## src/rtl/pipeline_debug_unit_pkg.sv

```systemverilog
// pipeline_debug_unit_pkg: host command codes, controller states and dump framing constants
package pipeline_debug_unit_pkg;
    localparam logic [7:0] CMD_RUN = 8'h43;
    localparam logic [7:0] CMD_STEP = 8'h53;
    localparam logic [7:0] CMD_DUMP = 8'h44;
    localparam int DUMP_BYTES = 136;
    localparam int DBG_BYTE_IDX_BITS = 8;
    typedef enum logic [2:0] {IDLE, RUN, STEP, DUMP, DONE} state_t;
endpackage

```

## src/rtl/pipeline_debug_unit_if.sv

```systemverilog
// pipeline_debug_unit_if: host byte link, command bytes in and dump bytes out
interface pipeline_debug_unit_if;
    logic [7:0] rx_data;
    logic rx_valid;
    logic rx_ready;
    logic [7:0] tx_data;
    logic tx_valid;
    logic tx_ready;
    modport master (output rx_data, rx_valid, tx_ready, input rx_ready, tx_data, tx_valid);
    modport slave (input rx_data, rx_valid, tx_ready, output rx_ready, tx_data, tx_valid);
endinterface

```

## src/rtl/pipeline_debug_unit_dump_byte_mux.sv

```systemverilog
// pipeline_debug_unit_dump_byte_mux: selects dump byte idx from the little-endian frame {regs, count, pc}
module pipeline_debug_unit_dump_byte_mux #(
    parameter int PROC_BITS = 32,
    parameter int PC_BITS = 32,
    parameter int NUM_REGS = 32
) (
    input logic [7:0] idx,
    input logic [NUM_REGS*PROC_BITS-1:0] regs,
    input logic [31:0] count,
    input logic [PC_BITS-1:0] pc,
    output logic [7:0] data
);
    localparam int W = NUM_REGS*PROC_BITS + 64;
    logic [W-1:0] frame;
    assign frame = {regs, count, 32'(pc)};
    assign data = 8'(frame >> {idx, 3'b000});
endmodule

```

## src/rtl/pipeline_debug_unit.sv

```systemverilog
// pipeline_debug_unit: host-driven run/step/halt sequencing of the pipeline plus state dump streaming
module pipeline_debug_unit
    import pipeline_debug_unit_pkg::*;
#(
    parameter int PROC_BITS = 32,
    parameter int PC_BITS = 32,
    parameter int NUM_REGS = 32
) (
    input logic clk,
    input logic rst,
    pipeline_debug_unit_if.slave bus,
    input logic [NUM_REGS*PROC_BITS-1:0] rf_regs,
    input logic [PC_BITS-1:0] pc,
    input logic halt,
    output logic pipe_enable,
    output logic done
);
    state_t state, state_n;
    logic [DBG_BYTE_IDX_BITS-1:0] idx;
    logic [31:0] count;
    logic [7:0] byte_out;
    logic accept, last, shake;
    assign bus.rx_ready = state == IDLE || state == DONE;
    assign bus.tx_valid = state == DUMP;
    assign bus.tx_data = bus.tx_valid ? byte_out : 8'h00;
    assign accept = bus.rx_valid && bus.rx_ready;
    assign shake = bus.tx_valid && bus.tx_ready;
    assign last = idx == DBG_BYTE_IDX_BITS'(DUMP_BYTES - 1);
    pipeline_debug_unit_dump_byte_mux #(
        .PROC_BITS(PROC_BITS), .PC_BITS(PC_BITS), .NUM_REGS(NUM_REGS)
    ) mux (
        .idx(idx), .regs(rf_regs), .count(count), .pc(pc), .data(byte_out)
    );
    always_comb begin
        state_n = state;
        case (state)
            IDLE: if (accept) state_n = bus.rx_data == CMD_RUN ? RUN :
                                        bus.rx_data == CMD_STEP ? STEP :
                                        bus.rx_data == CMD_DUMP ? DUMP : IDLE;
            RUN: if (halt) state_n = DUMP;
            STEP: state_n = DUMP;
            DUMP: if (shake && last) state_n = done ? DONE : IDLE;
            DONE: if (accept && bus.rx_data == CMD_DUMP) state_n = DUMP;
            default: state_n = IDLE;
        endcase
    end
    // enable tracks the next state so it is a true register yet matches RUN/STEP exactly
    always_ff @(posedge clk) begin
        if (rst) begin
            state <= IDLE;
            pipe_enable <= 1'b0;
            done <= 1'b0;
            count <= '0;
            idx <= '0;
        end else begin
            state <= state_n;
            pipe_enable <= state_n == RUN || state_n == STEP;
            if (pipe_enable) count <= count + 32'd1;
            if (pipe_enable && halt) done <= 1'b1;
            if (shake) idx <= last ? '0 : idx + 1'b1;
        end
    end
endmodule

```

## src/flat_wrapper.sv

```systemverilog
// flat-port wrapper written by rule: the top's interface ports become plain ports
module pipeline_debug_unit_flat import pipeline_debug_unit_pkg::*;
#(
    parameter int PROC_BITS = 32,
    parameter int PC_BITS = 32,
    parameter int NUM_REGS = 32
)
  (clk, rst, rf_regs, pc, halt, pipe_enable, done, bus_rx_data, bus_rx_valid, bus_tx_ready, bus_rx_ready, bus_tx_data, bus_tx_valid);
  pipeline_debug_unit_if bus_i ();
  input logic clk;
  input logic rst;
  input logic [NUM_REGS*PROC_BITS-1:0] rf_regs;
  input logic [PC_BITS-1:0] pc;
  input logic halt;
  output logic pipe_enable;
  output logic done;
  input wire logic [$bits(bus_i.rx_data)-1:0] bus_rx_data;
  input wire logic [$bits(bus_i.rx_valid)-1:0] bus_rx_valid;
  input wire logic [$bits(bus_i.tx_ready)-1:0] bus_tx_ready;
  output wire logic [$bits(bus_i.rx_ready)-1:0] bus_rx_ready;
  output wire logic [$bits(bus_i.tx_data)-1:0] bus_tx_data;
  output wire logic [$bits(bus_i.tx_valid)-1:0] bus_tx_valid;
  assign bus_i.rx_data = bus_rx_data;
  assign bus_i.rx_valid = bus_rx_valid;
  assign bus_i.tx_ready = bus_tx_ready;
  assign bus_rx_ready = bus_i.rx_ready;
  assign bus_tx_data = bus_i.tx_data;
  assign bus_tx_valid = bus_i.tx_valid;
  pipeline_debug_unit #(.PROC_BITS(PROC_BITS), .PC_BITS(PC_BITS), .NUM_REGS(NUM_REGS)) u_core (.clk(clk), .rst(rst), .bus(bus_i), .rf_regs(rf_regs), .pc(pc), .halt(halt), .pipe_enable(pipe_enable), .done(done));
endmodule
```

## config.mk

```make
export PLATFORM = sky130hd
export DESIGN_NAME = pipeline_debug_unit_flat
export DESIGN_NICKNAME = d
export VERILOG_FILES = /design/src/rtl/pipeline_debug_unit_pkg.sv /design/src/rtl/pipeline_debug_unit_if.sv /design/src/rtl/pipeline_debug_unit_dump_byte_mux.sv /design/src/rtl/pipeline_debug_unit.sv /design/src/flat_wrapper.sv
export SDC_FILE = /design/constraint.sdc
export NUM_CORES = 1
export LEC_CHECK = 0
export CORE_AREA = 2 2 424 426
export CTS_BUF_LIST = sky130_fd_sc_hd__clkbuf_8 sky130_fd_sc_hd__clkbuf_16
export CTS_CLUSTER_SIZE = 20
export DETAILED_ROUTE_END_ITERATION = 10
export DIE_AREA = 0 0 426 428
export HOLD_SLACK_MARGIN = 0.1
export PLACE_DENSITY = 0.3
export SYNTH_ARGS = -nofsm -noshare
export SYNTH_HDL_FRONTEND = slang
export SYNTH_SLANG_ARGS = --single-unit
```

## constraint.sdc

```tcl
create_clock -name clk -period 3.17 [get_ports clk]
set_input_delay 0.4755 -clock clk [delete_from_list [all_inputs] [get_ports clk]]
set_output_delay 0.4755 -clock clk [all_outputs]
set_load 0.05 [all_outputs]
```

==> run_results.csv <==
group,metric,value,unit
critical_path,slowest_delay,0.59,ns
timing,rsz0062_at_grt,"true",
critical_path,path_depth,10,
place,gp_congestion,0.904,
clock_network,hold_buffers,0,
hold_path,hp-class,"reg -> reg",
yosys,syn_inst,1034,
clock_network,cts_buffers,5,
yosys,yosysWarnings,0,
yosys,synth_ff_type,"dfxtp_1",
timing,drv_slew,0,
yosys,ys_types,67,
critical_path,crit_path_start,"u_core.idx[0]$_SDFFE_PP0P_",
route,dr.pass1.iters,4,
floorplanning,ios,1081,
place,portBuffers,1080,
finish,final_cell_mix,"clkdlybuf4s50_1, buf_4, mux4_2",
route,detailroute.via_count,15700,
global_route,gr-total-overflow,0,
floorplanning,std_cell_rows,155,
timing,clock_skew,0.0181,ns
yosys,synth_edf_count,0,
hold_path,min_from,"u_core.count[16]$_SDFFE_PP0P_",
clock_network,clock_latency,0.32,ns
critical_path,rr_worst_depth,8,
floorplanning,die_area,0.182,sq mm
critical_path,crit_chain,"buf_12 -> buf_12 -> buf_12 -> mux4_1 -> mux4_2 -> a22oi_2 -> buf_6 -> o2bb2ai_4 -> a21oi_4 -> buf_12",
timing,period_share,112,%
yosys,synthesis.area,0.0113,sq mm
clock_network,root_buffer,"clkbuf_16",
timing,setup_viol_count_final,8,
floorplanning,die_w,426,microns
finish,final.fill_count,20000,
route,drt_wl_total,146000,microns
critical_path,cpMaxStageDelayCell,"mux4_2",
critical_path,ff2ff_setup_slack,0.86,ns
timing,finalHoldViolCount,0,
critical_path,r2r-start,"u_core.count[5]$_SDFFE_PP0P_",
finish,final_nets,3434,
finish,multi_input_area,0.0103,sq mm
clock_network,cts_sinks,45,
critical_path,worstPathRequired,2.69,ns
clock_network,cts_tree,"built",
critical_path,critPathArrivalTime,3.07,ns
floorplanning,core_area,0.178,sq mm
finish,synthToLayoutAreaGrowth,155,%
critical_path,path_max_fanout,7,
route,wire_per_inst,31.0,microns
finish,mostFrequentLayoutCell,"clkdlybuf4s50_1",
timing,worst_pin_slew,0.699,ns
timing,layout_setup_ws,-0.375,ns
power,powerDensity,112,mW/mm^2
job,max_cap_viol_count,0,
route,via_per_inst,3.32,
critical_path,critical_path.n_buffers_inverters,5,
global_route,grt_start_max_net_pins,30,
power,vdd_drop_max,179,uV
timing,fmax,282,MHz
route,drtIter0Drc,686,
critical_path,end_kind,"primary output",
global_route,grt_pass1_wl,183000,microns
finish,fin_util,16.3,%
route,drc_errors,0,
yosys,synth_nets,2105,
critical_path,critPathMostFrequentCell,"buf_12",
finish,regArea,925,sq um
clock_network,clockBufferDepth,2,
route,drt.antenna.violating_nets,0,
floorplanning,die_h,428,microns
hold_path,min_path_cells,2,
place,hpwl,133000,microns
critical_path,critPathKind,"reg -> out",
yosys,ys_seq_area_share,7.94,%
timing,max_slew_margin,52.2,%
clock_network,htreeDepth,2,
finish,drive_gt1_share,30.5,%
clock_network,clkTransAtPathRegs,0.08,ns
global_route,gr-usage-all-layers,15.4,%
floorplanning,initial_core_util,6.39,%
timing,timing.final.crit_period,3.55,ns
power,power.leakage,0.00943,uW
outcome,status,"complete, but fails checks",
outcome,violations,"setup timing",
critical_path,critPathTopFamily,"multiplexers",
global_route,grt_pass1_vias,17000,
global_route,antenna_found_initial,64,
yosys,ys_seq_elements,45,
critical_path,crit_path_start_kind,"flip-flop",
yosys,synth.avg_cell_area,11.0,sq um
yosys,async_flop_share,0,%
timing,holdWs,0.520,ns
worst reg2reg max path, stage by stage (launching register included):
cell	delay (ns)
dfxtp_1	0.36
buf_4	0.14
and3_1	0.18
and3_1	0.32
nand4_1	0.31
nor3_1	0.52
nand3_1	0.16
xor2_1	0.16
nor2_1	0.10
layer usage:
layer,up-vias,share of wire [%],GRT usage (%)
li1,7015,-,-
met1,7950,40,18.3
met2,603,54,29.4
met3,96,5.7,3.00
met4,30,0.61,0.718
met5,-,0.13,0
cell type report:
cell class                 count  share of cell area [%]
antenna                        8                  0.0693
inverter                       6                  0.0910
timing repair buffer        1437                    50.3
clock buffer                   5                   0.433
clock inverter                 3                  0.0866
tap                         2355                    10.2
multi-input combinational    868                    35.7
sequential                    45                    3.20
registers in the layout, indices dropped and copies added, names as in the netlist:
register and count:
u_core.count 32, u_core.idx 8, u_core.state 3, u_core.done 1, u_core.pipe_enable 1
final timing paths:
check | to
setup / recovery | bus_tx_data[6]
hold / removal | u_core.count[16]$_SDFFE_PP0P_
setup reg to reg | u_core.count[28]$_SDFFE_PP0P_
hold reg to reg | u_core.count[16]$_SDFFE_PP0P_
report_power, final:
part,internal (uW),switching (uW)
combinational,1470,595
sequential,562,3.05
clock,300,296
logic make-up (layout without fill, tap and decap cells):
group / Yosys count / count (layout) / synth area share [%]
compound gates: 188 / 188 / 12.0
xor+xnor: 36 / 36 / 2.78
fa+ha+maj: 2 / 2 / 0.220
buf+inv: 121 / 1451 / 7.10
flops: 45 / 45 / 7.94
mux: 367 / 367 / 58.5
other cells: 0 / 8 / 0
simple gates: 275 / 275 / 11.5
synthesized netlist by cell type (4+ instances only):
| master | number | area (sq um) |
|---|---|---|
| a2111oi_0 | 6 | 52.6 |
| a211o_1 | 5 | 43.8 |
| a211oi_1 | 4 | 30.0 |
| a21oi_1 | 33 | 165 |
| a221o_1 | 12 | 120 |
| a221oi_1 | 20 | 175 |
| a22oi_1 | 23 | 173 |
| a31oi_1 | 7 | 43.8 |
| and2_1 | 4 | 25.0 |
| and3_1 | 13 | 81.3 |
| buf_1 | 6 | 22.5 |
| buf_12 | 4 | 80.1 |
| buf_2 | 31 | 155 |
| buf_4 | 10 | 75.1 |
| buf_6 | 19 | 214 |
| buf_8 | 6 | 90.1 |
| clkbuf_1 | 39 | 146 |
| dfxtp_1 | 45 | 901 |
| inv_1 | 5 | 18.8 |
| mux2_2 | 7 | 78.8 |
| mux2i_1 | 128 | 1280 |
| mux4_1 | 14 | 368 |
| mux4_2 | 218 | 4910 |
| nand2_1 | 77 | 289 |
| nand2b_1 | 10 | 62.6 |
| nand3_1 | 25 | 125 |
| nand4_1 | 11 | 68.8 |
| nor2_1 | 76 | 285 |
| nor2b_1 | 14 | 87.6 |
| nor3_1 | 19 | 95.1 |
| nor4_1 | 4 | 25.0 |
| o21ai_0 | 27 | 135 |
| o221ai_1 | 6 | 52.6 |
| o22ai_1 | 10 | 62.6 |
| or2_2 | 7 | 43.8 |
| or3_1 | 5 | 31.3 |
| xnor2_1 | 16 | 140 |
| xor2_1 | 20 | 175 |
through the flow:
step | setup TNS, ns | area, sq um | total power [uW] | setup slack (ns) | cells
2_1_floorplan | 0 | 11400 | 915 | 0.0594 | 1034
6_report | -2.67 | 28900 | 3220 | -0.375 | 4727
5_1_grt | -3.65 | 28900 | 3390 | -0.503 | 4720
3_3_place_gp | -5.40 | 27100 | 2620 | -1.07 | 4644
3_5_place_dp | -5.37 | 27100 | 2630 | -1.07 | 4644
4_1_cts | -3.57 | 28600 | 3300 | -0.484 | 4711
what timing repair did:
| item | CTS | global route |
|---|---|---|
| gates cloned | 4 | 3 |
| setup endpoints to repair | 8 | 8 |
| pin swaps | 35 | 19 |
| resized for setup | 153 | 43 |
| setup buffers | 58 | 6 |
No activity file was read; power rests on OpenSTA's default activity.
